$ cat src/rtl/viterbi_frame_ctrl.sv
// Frame controller around a Viterbi decoder core: collects serial coded bits into a frame,
// hands it to the core, buffers the result and serializes the decoded word MSB first.
module viterbi_frame_ctrl #(
    parameter int unsigned CODE_BITS = 14,
    parameter int unsigned DATA_BITS = 7,
    parameter int unsigned TIMEOUT   = 15
) (
    input  logic                 clk,
    input  logic                 reset,
    input  logic                 in_valid,
    input  logic                 in_bit,
    output logic                 in_ready,
    output logic                 dec_start,
    output logic [CODE_BITS-1:0] dec_code,
    input  logic                 dec_done,
    input  logic [DATA_BITS-1:0] dec_data,
    output logic                 out_valid,
    output logic                 out_bit,
    input  logic                 out_ready,
    output logic                 busy,
    output logic                 timeout_err,
    output logic [7:0]           frame_cnt
);

    localparam int unsigned OutCntW = $clog2(DATA_BITS + 1);
    localparam int unsigned TmoW    = $clog2(TIMEOUT + 1);

    localparam logic [3:0]         CollFull = 4'(CODE_BITS);
    localparam logic [OutCntW-1:0] OutLast  = OutCntW'(1);
    localparam logic [OutCntW-1:0] OutFull  = OutCntW'(DATA_BITS);
    localparam logic [TmoW-1:0]    TmoLast  = TmoW'(TIMEOUT - 1);

    typedef enum logic [1:0] {StIdle, StStart, StWait, StHold} state_e;

    state_e                 state_q, state_d;
    logic [CODE_BITS-1:0]   coll_q, coll_d;
    logic [3:0]             cnt_q, cnt_d;
    logic [CODE_BITS-1:0]   code_q, code_d;
    logic                   start_q, start_d;
    logic [TmoW-1:0]        tmo_q, tmo_d;
    logic [DATA_BITS-1:0]   hold_q, hold_d;
    logic [DATA_BITS-1:0]   sh_q, sh_d;
    logic [OutCntW-1:0]     ocnt_q, ocnt_d;
    logic                   err_q, err_d;
    logic [7:0]             fcnt_q, fcnt_d;

    logic coll_full;
    logic in_fire;
    logic out_busy;
    logic out_fire;
    logic out_free;

    assign coll_full = (cnt_q == CollFull);
    assign in_fire   = in_valid && in_ready;
    assign out_busy  = (ocnt_q != '0);
    assign out_fire  = out_busy && out_ready;
    // Output register counts as free while its last bit is leaving, so frames run back to back.
    assign out_free  = !out_busy || (ocnt_q == OutLast && out_ready);

    always_comb begin
        state_d = state_q;
        coll_d  = coll_q;
        cnt_d   = cnt_q;
        code_d  = code_q;
        start_d = 1'b0;
        tmo_d   = tmo_q;
        hold_d  = hold_q;
        sh_d    = sh_q;
        ocnt_d  = ocnt_q;
        err_d   = err_q;
        fcnt_d  = fcnt_q;

        if (in_fire) begin
            coll_d = {in_bit, coll_q[CODE_BITS-1:1]};
            cnt_d  = cnt_q + 4'd1;
        end

        if (out_fire) begin
            sh_d   = {sh_q[DATA_BITS-2:0], 1'b0};
            ocnt_d = ocnt_q - OutLast;
            if (ocnt_q == OutLast) begin
                fcnt_d = fcnt_q + 8'd1;
            end
        end

        unique case (state_q)
            StIdle: begin
                if (coll_full) begin
                    code_d  = coll_q;
                    cnt_d   = '0;
                    start_d = 1'b1;
                    state_d = StStart;
                end
            end
            StStart: begin
                tmo_d   = '0;
                state_d = StWait;
            end
            StWait: begin
                if (dec_done) begin
                    if (out_free) begin
                        sh_d    = dec_data;
                        ocnt_d  = OutFull;
                        state_d = StIdle;
                    end else begin
                        hold_d  = dec_data;
                        state_d = StHold;
                    end
                end else if (tmo_q == TmoLast) begin
                    err_d   = 1'b1;
                    state_d = StIdle;
                end else begin
                    tmo_d = tmo_q + 1'b1;
                end
            end
            StHold: begin
                if (out_free) begin
                    sh_d    = hold_q;
                    ocnt_d  = OutFull;
                    state_d = StIdle;
                end
            end
            default: state_d = StIdle;
        endcase
    end

    always_ff @(posedge clk) begin
        if (reset) begin
            state_q <= StIdle;
            coll_q  <= '0;
            cnt_q   <= '0;
            code_q  <= '0;
            start_q <= 1'b0;
            tmo_q   <= '0;
            hold_q  <= '0;
            sh_q    <= '0;
            ocnt_q  <= '0;
            err_q   <= 1'b0;
            fcnt_q  <= '0;
        end else begin
            state_q <= state_d;
            coll_q  <= coll_d;
            cnt_q   <= cnt_d;
            code_q  <= code_d;
            start_q <= start_d;
            tmo_q   <= tmo_d;
            hold_q  <= hold_d;
            sh_q    <= sh_d;
            ocnt_q  <= ocnt_d;
            err_q   <= err_d;
            fcnt_q  <= fcnt_d;
        end
    end

    // Handshake outputs are forced low while reset is held, before the first reset edge too.
    assign in_ready    = !reset && !coll_full;
    assign dec_start   = !reset && start_q;
    assign dec_code    = code_q;
    assign out_valid   = !reset && out_busy;
    assign out_bit     = out_valid ? sh_q[DATA_BITS-1] : 1'b0;
    assign busy        = !reset && (state_q != StIdle);
    assign timeout_err = err_q;
    assign frame_cnt   = fcnt_q;

endmodule

$ cat config.mk
export PLATFORM = sky130hd
export DESIGN_NAME = viterbi_frame_ctrl
export DESIGN_NICKNAME = d
export VERILOG_FILES = /design/src/rtl/viterbi_frame_ctrl.sv
export SDC_FILE = /design/constraint.sdc
export NUM_CORES = 1
export LEC_CHECK = 0
export CAP_MARGIN = 5
export CORE_MARGIN = 10
export CORE_UTILIZATION = 48
export DETAILED_ROUTE_END_ITERATION = 8
export PLACE_DENSITY = 0.75
export SYNTH_ARGS = -nofsm -noshare
export SYNTH_HDL_FRONTEND = slang
export SYNTH_SLANG_ARGS = --single-unit
$ cat constraint.sdc
create_clock -name clk -period 1.45 [get_ports clk]
set_input_delay 0.29 -clock clk [delete_from_list [all_inputs] [get_ports clk]]
set_output_delay 0.29 -clock clk [all_outputs]
set_load 0.01 [all_outputs]
==> metrics.yaml, run 1 <==
status: "finished with violations"
violated_checks: "setup timing"
final_critical_path_setup_slack_ps: -117
highest_attainable_clock_frequency_mhz: 638
hold_ws_ps: 392
hold-path-endpoint: "ocnt_q[1]"
multiInputGateArea_mm2: 0.00160
buffer_ports.inserted: 40
yosys_register_bits: 65
slowest_stage: "sky130_fd_sc_hd__dfxtp_2"
clkLatencyLatePin_ps: 340
synth.area.mux_share_pct: 4.28
cts_inserted_buffers: 9
cp.required_ps: 1720
synth_cell_type_count: 41
timing.rr.end: "sh_q[0]"
cts_num_sinks: 65
dominant_combinational_cell_family_by_area_after_synthesis: "simple AND/OR/NAND/NOR gates"
crit_path_cells: "inv_2, ha_4, buf_6, a21o_1, a221o_1, a211o_1, a31oi_1"
fin_cells: 471
slowest_delay_ps: 340
ctsLongestPathBuffers: 2
synth_nets: 336
finalSetupViolations: 17
critical_path_peak_fanout: 4
crit_path_start_kind: "flip-flop"
overall_overflow_remaining_after_global_route: 0
initial_utilization_pct: 50.6
die_area_mm2: 0.00939
hold_viol_final: 0
yosys.area_share.adder_pct: 3.53
dp_cells: 450
power.density_cell_area_mw_per_mm2: 1130
clk_pin_slew_ps: 70
hold_removal_path_class: "input port to flip-flop"
synth-simple-area-share_pct: 23.8
layout.area.seq_mm2: 0.00131
final_design_area_no_fill_mm2: 0.00398
reg2reg_setup_slack_ps: -120
drt_first_iter_violations: 97
synth_area_mm2: 0.00284
grt_setup_unrepaired: "yes"
timing.critical_path.arrival_ps: 1830
rows: 27
syn-instance-count: 315
post-route-period-util_pct: 108
pins_over_their_slew_limit: 0
grt_pass1_vias: 2434
routed_via_density: 5.26
final_net_count: 415
grt_pass1_wl_um: 11200
critPathBufInv: 2
cts_h_tree_depth: 3
cts_root_buf: "sky130_fd_sc_hd__clkbuf_8"
clock_tree_from_tritoncts: "yes"
register_area_share_after_synthesis_pct: 45.8
most-common-layout-cells: "sky130_fd_sc_hd__dfxtp_1 (60), sky130_fd_sc_hd__nand2_1 (50), sky130_fd_sc_hd__buf_4 (34), sky130_fd_sc_hd__dlygate4sd2_1 (25), sky130_fd_sc_hd__nor2_1 (20)"
critical_path_class: "flip-flop to flip-flop"
warnings_from_yosys: 0
area_growth_syn_to_layout_pct: 40.3
remaining_drc_errors: 0
total_leakage_power_nw: 1.82
final.min_clock_period_ps: 1570
startpoint_of_the_worst_register_to_register_path: "ocnt_q[0]"
post_route_cells_drive_above_1_share_pct: 25.8
core_mm2: 0.00561
ant_nets: 0
floorplan.die.width_um: 96.9
max-vdd-ir-drop_uv: 880
syn_avg_cell_area_um2: 9.01
dp_worst_setup_slack_ps: -344
vias: 2479
timing.max_slew.rel_slack_pct: 73.0
synth_xor_xnor_area_share_pct: 4.01
track_usage_pct: 13.9
detail_route.first_pass.iterations: 4
hold_path.startpoint: "reset"
worst_hold_path.num_cells: 3
drt_wl_total_um: 6890
placement.cell_area_mm2: 0.00362
die_h_um: 96.9
final.fill_count: 435
synth-compound-area-share_pct: 14.7
finalCoreUtilization_pct: 71.0
antenna_found_initial: 0
wl_per_cell_um: 14.6
gp_routability_congestion: 0.850
worstRegToRegCells: 7
design.portCount: 41
detailed_placement_wirelength_estimate_um: 4710
final_common_cell: "sky130_fd_sc_hd__dfxtp_1"
fin_skew_ps: 9.79
worst_path_top_cell_family_by_delay: "compound AO/OA/AOI/OAI gates"
worst_setup_path_end_kind: "flip-flop"
diodes: 0
grt_max_degree: 42
maxCapViolations: 0
worst_slew_pin_slew_ps: 405
[worst min-delay path: cells and delay by family]
| family | cells | cell delay (ps) |
|---|---|---|
| buffers and inverters | 2 | 360 |
| AOI/OAI and AO/OA | 1 | 40 |
[final cells by class]
class | count | area share, %
Inverter | 8 | 0.754
Clock buffer | 11 | 3.30
Tap cell | 72 | 2.26
Sequential cell | 65 | 32.8
Timing Repair Buffer | 85 | 19.3
Clock inverter | 5 | 1.41
Multi-Input combinational cell | 225 | 40.2
[timing repair]
item,4_1_cts,5_1_grt
endpoints found under the setup margin,58,62
resized for setup,57,23
hold buffers,0,0
pin swaps,10,5
setup buffers,2,1
cloned,0,2
[synth_stat cells]
cell type,number,area [um^2]
sky130_fd_sc_hd__inv_1,8,30.0
sky130_fd_sc_hd__nand2_2,1,6.26
sky130_fd_sc_hd__a41oi_1,1,8.76
sky130_fd_sc_hd__nand4_1,2,12.5
sky130_fd_sc_hd__buf_4,2,15.0
sky130_fd_sc_hd__o21ai_0,13,65.1
sky130_fd_sc_hd__ha_1,8,100
sky130_fd_sc_hd__nor3_1,2,10.0
sky130_fd_sc_hd__o2111ai_2,1,15.0
sky130_fd_sc_hd__a21o_1,2,15.0
sky130_fd_sc_hd__nand2_1,53,199
sky130_fd_sc_hd__nand3_1,15,75.1
sky130_fd_sc_hd__nor2_1,21,78.8
sky130_fd_sc_hd__xnor2_1,4,35.0
sky130_fd_sc_hd__nand2b_1,4,25.0
sky130_fd_sc_hd__and4bb_2,1,12.5
sky130_fd_sc_hd__buf_2,7,35.0
sky130_fd_sc_hd__and3_1,9,56.3
sky130_fd_sc_hd__a41oi_2,1,16.3
sky130_fd_sc_hd__a211o_1,1,8.76
sky130_fd_sc_hd__buf_1,1,3.75
sky130_fd_sc_hd__nand3b_1,14,105
sky130_fd_sc_hd__a21boi_0,6,45.0
sky130_fd_sc_hd__a21oi_1,13,65.1
sky130_fd_sc_hd__nor3_2,1,10.0
sky130_fd_sc_hd__a221o_1,2,20.0
sky130_fd_sc_hd__clkbuf_1,7,26.3
sky130_fd_sc_hd__nor2b_1,3,18.8
sky130_fd_sc_hd__nand2b_4,1,13.8
sky130_fd_sc_hd__a31oi_1,3,18.8
sky130_fd_sc_hd__and4_1,1,8.76
sky130_fd_sc_hd__dfxtp_1,65,1300
sky130_fd_sc_hd__mux2i_1,11,110
sky130_fd_sc_hd__a21oi_2,1,8.76
sky130_fd_sc_hd__a22o_1,14,123
sky130_fd_sc_hd__xor2_1,9,78.8
sky130_fd_sc_hd__and2_1,3,18.8
sky130_fd_sc_hd__o21a_1,1,7.51
sky130_fd_sc_hd__nor2_2,1,6.26
sky130_fd_sc_hd__mux2_2,1,11.3
sky130_fd_sc_hd__nor3b_4,1,18.8
[power by group]
part	internal, W	switching (W)	leakage, nW
Clock	0.000792	0.000703	0.0933
Combinational	0.000587	0.000564	1.20
Sequential	0.00183	0.0000249	0.526
[per-layer routing]
metal	global-route usage, %	share of wire, %
met5	0	0
met1	15.6	44
met2	23.7	50
met3	4.40	4.4
met4	5.75	1.9
[worst max-delay path by stage]
stage / depth (start not counted) / end / from / slack, ps
4_1_cts: 7 / sh_q[0] / ocnt_q[0] / -160
6_report: 7 / sh_q[0] / ocnt_q[0] / -120
3_5_place_dp: 5 / sh_q[0] / out_ready / -340
3_3_place_gp: 5 / sh_q[0] / out_ready / -300
5_1_grt: 7 / sh_q[0] / ocnt_q[0] / -170
2_1_floorplan: 7 / dec_code[10] / cnt_q[0] / 0.3
[state kept, by name (all words and copies together) (netlist names), 2 cells and up]
signal,cells
ocnt_q,3
dec_code,14
coll_q,14
frame_cnt,8
hold_q,7
sh_q,7
state_q,2
cnt_q,4
tmo_q,4
[stage by stage]
step | power [W] | TNS (ps)
floorplan | 0.00241 | 0
CTS | 0.00436 | -1020
global placement | 0.00276 | -6960
global route | 0.00470 | -2590
finish | 0.00450 | -1030
detailed placement | 0.00279 | -8340
[cell families (layout without fill, tap and decap cells)]
family | Yosys count | count (layout)
AO/OA/AOI/OAI | 59 | 59
XOR/XNOR | 13 | 13
adder cells (fa/ha/maj) | 8 | 8
buffers and inverters | 25 | 109
flip-flops | 65 | 65
multiplexers | 12 | 12
AND/OR/NAND/NOR | 133 | 133
No activity file was read; power rests on OpenSTA's default activity.
==> inputs of run 2 (changes only) <==
--- a/config.mk
+++ b/config.mk
@@ -7,9 +7,10 @@
 export LEC_CHECK = 0
 export CAP_MARGIN = 5
 export CORE_MARGIN = 10
-export CORE_UTILIZATION = 48
+export CORE_UTILIZATION = 56
 export DETAILED_ROUTE_END_ITERATION = 8
-export PLACE_DENSITY = 0.75
+export DONT_BUFFER_PORTS = 1
+export PLACE_DENSITY = 0.74
 export SYNTH_ARGS = -nofsm -noshare
 export SYNTH_HDL_FRONTEND = slang
 export SYNTH_SLANG_ARGS = --single-unit
==> run 2 against run 1 <==
- the run still ends with setup timing left
- via count fell by 7.3%
- clock-buffer cell count fell by 1
- first-iteration DRC count rose by 8.2%
- sequential share of layout area rose by 3.7 points
- setup slack got worse by 65 ps
- cell count fell by 11%
- routed wire length fell by 5.6%
- design area fell by 10%
- clock skew fell by 3.5 ps
- register-to-register slack got worse by 70 ps
- clock power rose by 9%
==> metrics.yaml, run 2 (synthesis gave the netlist of run 1 again) <==
die_h_um: 91.2  # -5.9%
vias: 2297  # -7.3%
cts_num_sinks: 65  # unchanged
multiInputGateArea_mm2: 0.00158  # -1.1%
clkLatencyLatePin_ps: 340  # about the same
drt_first_iter_violations: 105  # +8.2%
grt_pass1_vias: 2145  # -12%
reg2reg_setup_slack_ps: -180  # -70 ps
final_critical_path_setup_slack_ps: -182  # -65.4 ps
hold_removal_path_class: "input port to flip-flop"
power.density_cell_area_mw_per_mm2: 1290  # +14%
diodes: 0  # unchanged
area_growth_syn_to_layout_pct: 26.3
layout.area.seq_mm2: 0.00131  # about the same
grt_setup_unrepaired: "yes"
max-vdd-ir-drop_uv: 923  # +4.9%
design.portCount: 41  # unchanged
ctsLongestPathBuffers: 2  # unchanged
violated_checks: "setup timing"
post-route-period-util_pct: 113  # +4.5 points
floorplan.die.width_um: 91.2  # -5.9%
cts_inserted_buffers: 9  # unchanged
most-common-layout-cells: "sky130_fd_sc_hd__dfxtp_1 (59), sky130_fd_sc_hd__nand2_1 (52), sky130_fd_sc_hd__buf_4 (25), sky130_fd_sc_hd__nor2_1 (20)"
grt.met3_usage_pct: 5.02  # +0.62 points
fin_setup_tns_ps: -1460  # -420 ps
timing.max_slew.rel_slack_pct: 74.8  # +1.9 points
p_total_w: 0.00462  # +2.7%
global_route.usage.met2_pct: 25.2  # +1.5 points
crit_path_start_kind: "flip-flop"
rows: 25  # -7.4%
grt_pass1_wl_um: 10800  # -3.2%
ant_nets: 0  # unchanged
final_net_count: 369  # -11%
worst_setup_path_end_kind: "flip-flop"
clock_tree_from_tritoncts: "yes"
final_common_cell: "sky130_fd_sc_hd__dfxtp_1"
detail_route.first_pass.iterations: 5  # +1
status: "finished with violations"
initial_utilization_pct: 58.9  # +8.3 points
final.fill_count: 347  # -20%
timing.critical_path.from: "ocnt_q[0]"
gp_routability_congestion: 0.840  # -1.2%
timing.rr.end: "sh_q[0]"
remaining_drc_errors: 0  # unchanged
drt_wl_total_um: 6510  # -5.6%
total_leakage_power_nw: 1.48  # -18%
track_usage_pct: 15.7  # +1.8 points
grt_max_degree: 53  # +26%
maxCapViolations: 0  # unchanged
overall_overflow_remaining_after_global_route: 0  # unchanged
critical_path_peak_fanout: 3  # -1
cts_h_tree_depth: 3  # unchanged
hold_viol_final: 0  # unchanged
worst_slew_pin_slew_ps: 376  # -29.0 ps
final.min_clock_period_ps: 1630  # +65.4 ps
routing_usage_on_met1_pct: 18.8  # +3.2 points
wl_per_cell_um: 15.5  # +5.9%
fin_skew_ps: 6.33  # -3.45 ps
timing.critical_path.to: "sh_q[0]"
pins_over_their_slew_limit: 0  # unchanged
antenna_found_initial: 0  # unchanged
critical_path_class: "flip-flop to flip-flop"
startpoint_of_the_worst_register_to_register_path: "ocnt_q[0]"
worstRegToRegCells: 6  # -1
grt-busiest-layer: "met2"
clk_pin_slew_ps: 80  # about the same
routed_via_density: 5.47  # +3.9%
buffer_ports.inserted: 0  # -100%
cts_root_buf: "sky130_fd_sc_hd__clkbuf_8"
highest_attainable_clock_frequency_mhz: 613  # -4.0%
core_mm2: 0.00482  # -14%
timing.critical_path.arrival_ps: 1900  # +70 ps
cp.required_ps: 1720  # about the same
die_area_mm2: 0.00832  # -11%
post_route_cells_drive_above_1_share_pct: 24.6  # -1.2 points
detailed_placement_wirelength_estimate_um: 4240  # -10%
finalSetupViolations: 22  # +5
dp_worst_setup_slack_ps: -51.8  # +292 ps
## run 2: cell count changes in the layout (fill, tap and decap cells not counted), moves of 3 or more
cell and change:
sky130_fd_sc_hd__a21oi_2 -4, sky130_fd_sc_hd__dlygate4sd2_1 -25, sky130_fd_sc_hd__buf_2 -4, sky130_fd_sc_hd__o21ai_0 +4
sky130_fd_sc_hd__o21ai_1 -4, sky130_fd_sc_hd__buf_4 -9, sky130_fd_sc_hd__dlygate4sd3_1 +3, sky130_fd_sc_hd__inv_6 +3
sky130_fd_sc_hd__clkdlybuf4s50_1 -11
## run 2: per-stage QoR
stage / cell area, um^2 / std cells / hold WS [ps] / utilization (%)
after global routing: 3580 / 420 / -0.0444 / 74.4
after CTS: 3460 / 416 / 0.741 / 71.8
final: 3580 / 420 / 14.9 / 74.4
after detailed placement: 3110 / 392 / 368 / 64.5
after global placement: 3110 / 392 / 365 / 64.5
after floorplan: 2880 / 315 / 389 / -
## run 2: what timing repair did
item | in CTS | in global routing
gates resized for setup | 18 | 18
hold buffers | 2 | 1
pin swaps | 6 | 14
setup buffers | 7 | 3
hold endpoints to repair | 2 | 7
setup endpoints to repair | 25 | 53
## run 2: worst min-delay path by stage
stage	cells after the start	slack [ps]	start	end
2_1_floorplan	2	390	in_bit	coll_q[13]
3_3_place_gp	1	360	reset	ocnt_q[0]
3_5_place_dp	1	370	reset	ocnt_q[0]
4_1_cts	1	0.7	reset	tmo_q[0]
5_1_grt	1	-0.04	reset	hold_q[2]
6_report	1	10	reset	tmo_q[0]
## run 2: report_power, final
part	switching, W	leakage (nW)	internal, W
registers	0.0000544	0.527	0.00183
clock network	0.000768	0.104	0.000862
logic	0.000498	0.851	0.000608
total	0.00132	1.48	0.00330
## run 2: routing by layer
metal | vias up | share of wire (%)
li1 | 1158 | -
met1 | 1077 | 43
met2 | 52 | 50
met3 | 10 | 5.4
met4 | 0 | 1.6
met5 | - | 0
## run 2: cell type report
| cell class | count | area share, % |
|---|---|---|
| multi-input combinational | 225 | 44.1 |
| sequential | 65 | 36.5 |
| timing repair buffer | 39 | 10.3 |
| clock buffer | 10 | 3.84 |
| tap | 67 | 2.34 |
| clock inverter | 6 | 2.02 |
| inverter | 8 | 0.908 |
## run 2: worst max-delay path: stages, from the launching register on
cell,delay [ps]
sky130_fd_sc_hd__dfxtp_2,330
sky130_fd_sc_hd__buf_4,130
sky130_fd_sc_hd__ha_4,160
sky130_fd_sc_hd__a21o_1,210
sky130_fd_sc_hd__a221o_1,330
sky130_fd_sc_hd__a211o_1,250
sky130_fd_sc_hd__a31oi_1,140
==> inputs of run 3 (changes only) <==
--- a/config.mk
+++ b/config.mk
@@ -11,6 +11,7 @@
 export DETAILED_ROUTE_END_ITERATION = 8
 export DONT_BUFFER_PORTS = 1
 export PLACE_DENSITY = 0.74
+export SKIP_LAST_GASP = 1
 export SYNTH_ARGS = -nofsm -noshare
 export SYNTH_HDL_FRONTEND = slang
 export SYNTH_SLANG_ARGS = --single-unit
==> run 3 against run 2 <==
- the flow still finishes with violations (setup timing)
- critical path depth is the same
- sequential share of layout area grew 0.15 points
- cell count grew 0.48%
- sequential power is essentially flat
- design area shrank 0.42%
- routed wire length shrank 0.20%
- non-clock buffer count grew 2
- clock skew grew 0.52 ps
==> metrics.yaml, run 3 (synthesis gave the netlist of run 1 again) <==
cts_num_sinks: 65  # unchanged
cts_root_buf: "sky130_fd_sc_hd__clkbuf_8"
antenna_found_initial: 0  # unchanged
hold_path.startpoint: "reset"
clk_pin_slew_ps: 80  # about the same
fin_setup_tns_ps: -1580  # -125 ps
cts_h_tree_depth: 3  # unchanged
max-vdd-ir-drop_uv: 931  # +0.85%
highest_attainable_clock_frequency_mhz: 612  # about the same
remaining_drc_errors: 0  # unchanged
clock_tree_from_tritoncts: "yes"
fin_cells: 422  # +0.48%
core_mm2: 0.00482  # unchanged
finalSetupViolations: 22  # unchanged
cts_inserted_buffers: 9  # unchanged
initial_utilization_pct: 58.9  # unchanged
clkLatencyLatePin_ps: 340  # about the same
grt_setup_unrepaired: "yes"
power.share.clock_pct: 35.4  # about the same
gp_routability_congestion: 0.840  # unchanged
overall_overflow_remaining_after_global_route: 0  # unchanged
power.switching_w: 0.00132  # -0.35%
drt_first_iter_violations: 107  # +1.9%
rows: 25  # unchanged
design.portCount: 41  # unchanged
detail_route.first_pass.iterations: 5  # unchanged
ctsLongestPathBuffers: 2  # unchanged
critPathBufInv: 1  # unchanged
hold_viol_final: 0  # unchanged
most-common-layout-cells: "sky130_fd_sc_hd__dfxtp_1 (59), sky130_fd_sc_hd__nand2_1 (52), sky130_fd_sc_hd__buf_4 (28), sky130_fd_sc_hd__nor2_1 (20)"
worst_setup_path_end_kind: "flip-flop"
grt_pass1_vias: 2146  # +0.047%
vias: 2303  # +0.26%
power_frac_comb_pct: 23.7  # -0.2 points
wl_per_cell_um: 15.4  # -0.67%
final_net_count: 371  # +0.54%
final_critical_path_setup_slack_ps: -183  # -1.04 ps
status: "finished with violations"
track_usage_pct: 15.6  # -0.034 points
buffer_ports.inserted: 0  # unchanged
power.density_cell_area_mw_per_mm2: 1290  # about the same
ant_nets: 0  # unchanged
final_common_cell: "sky130_fd_sc_hd__dfxtp_1"
die_h_um: 91.2  # unchanged
internal_power_w: 0.00329  # -0.32%
detailed_placement_wirelength_estimate_um: 4240  # unchanged
crit_path_start_kind: "flip-flop"
total_leakage_power_nw: 1.49  # +0.46%
seq_power_share_pct: 41.0  # +0.2 points
cp.required_ps: 1720  # about the same
pins_over_their_slew_limit: 0  # unchanged
crit_path_cells: "buf_4, ha_4, a21o_1, a221o_1, a211o_1, a31oi_1"
worst_slew_pin_slew_ps: 296  # -80.2 ps
slowest_delay_ps: 330  # about the same
grt_max_degree: 53  # unchanged
diodes: 0  # unchanged
final.min_clock_period_ps: 1630  # +1.04 ps
worst_path_top_cell_family_by_delay: "compound AO/OA/AOI/OAI gates"
die_area_mm2: 0.00832  # unchanged
dp_cells: 392  # unchanged
grt_pass1_wl_um: 10800  # -0.26%
hold_removal_path_class: "input port to flip-flop"
timing.critical_path.from: "ocnt_q[0]"
critical_path_peak_fanout: 3  # unchanged
timing.critical_path.arrival_ps: 1900  # about the same
critical_path_class: "flip-flop to flip-flop"
post-route-period-util_pct: 113  # about the same
slowest_stage: "sky130_fd_sc_hd__dfxtp_2"
maxCapViolations: 0  # unchanged
timing.max_slew.rel_slack_pct: 80.2  # +5.4 points
post_route_cells_drive_above_1_share_pct: 23.4  # -1.3 points
floorplan.die.width_um: 91.2  # unchanged
fin_skew_ps: 6.85  # +0.521 ps
violated_checks: "setup timing"
fraction_of_power_spent_switching_nets_pct: 28.6  # about the same
routed_via_density: 5.46  # -0.21%
startpoint_of_the_worst_register_to_register_path: "ocnt_q[0]"
area_growth_syn_to_layout_pct: 25.7
drt_wl_total_um: 6500  # -0.20%
-- run 3: cell count changes in the layout (fill, tap and decap cells not counted) --
cell                            delta
sky130_fd_sc_hd__nor2b_1           +1
sky130_fd_sc_hd__dlygate4sd3_1     +1
sky130_fd_sc_hd__nand3_1           +3
sky130_fd_sc_hd__buf_4             +3
sky130_fd_sc_hd__nor2b_2           -1
sky130_fd_sc_hd__buf_6             -2
sky130_fd_sc_hd__nand3_2           -3
sky130_fd_sc_hd__xnor2_2           -1
sky130_fd_sc_hd__xnor2_1           +1
-- run 3: power groups by stage --
stage / Clock (W) / Sequential (W) / Combinational (W)
after CTS: 0.00166 / 0.00188 / 0.000976
after detailed placement: 0 / 0.00191 / 0.000808
after global routing: 0.00173 / 0.00189 / 0.00117
final: 0.00163 / 0.00189 / 0.00109
after floorplan: 0 / 0.00190 / 0.000504
after global placement: 0 / 0.00191 / 0.000776
-- run 3: worst paths after layout --
path,cells after the start,end,slack (ps)
setup reg to reg,6,sh_q[0],-180
hold reg to reg,2,coll_q[4],460
hold / removal,1,tmo_q[1],20
setup / recovery,6,sh_q[0],-180
-- run 3: area by class of cell --
type | instances | area, um^2
clock buffers | 10 | 138
clock inverters | 6 | 72.6
fillers | 347 | 1250
inverters | 8 | 32.5
multi-input cells | 225 | 1560
flip-flops and latches | 65 | 1310
well taps | 67 | 83.8
repair buffers | 41 | 378
-- run 3: what timing repair did --
item,4_1_cts,5_1_grt
setup buffers,7,4
resized for setup,17,12
endpoints found under the hold margin,2,6
endpoints found under the setup margin,25,53
gates cloned,0,0
pin swaps,6,13
hold buffers,2,2
-- run 3: routing by layer --
layer	vias to the layer above	routed length, um	GRT usage [%]	share of wire [%]
met3	9	379	5.02	5.8
met1	1083	2800	18.7	43
li1	1163	-	-	-
met4	0	95	6.79	1.5
met2	48	3230	25.2	50
met5	-	0	0	0
-- run 3: through the flow --
step	area [um^2]	hold slack (ps)	total power (W)	util [%]	setup WS, ps
finish	3570	20.2	0.00461	74.1	-183
global route	3570	3.51	0.00479	74.1	-240
CTS	3450	0.741	0.00451	71.7	-150
detailed placement	3110	368	0.00272	64.5	-51.8
global placement	3110	365	0.00268	64.5	-20.1
floorplan	2880	389	0.00241	-	0.318
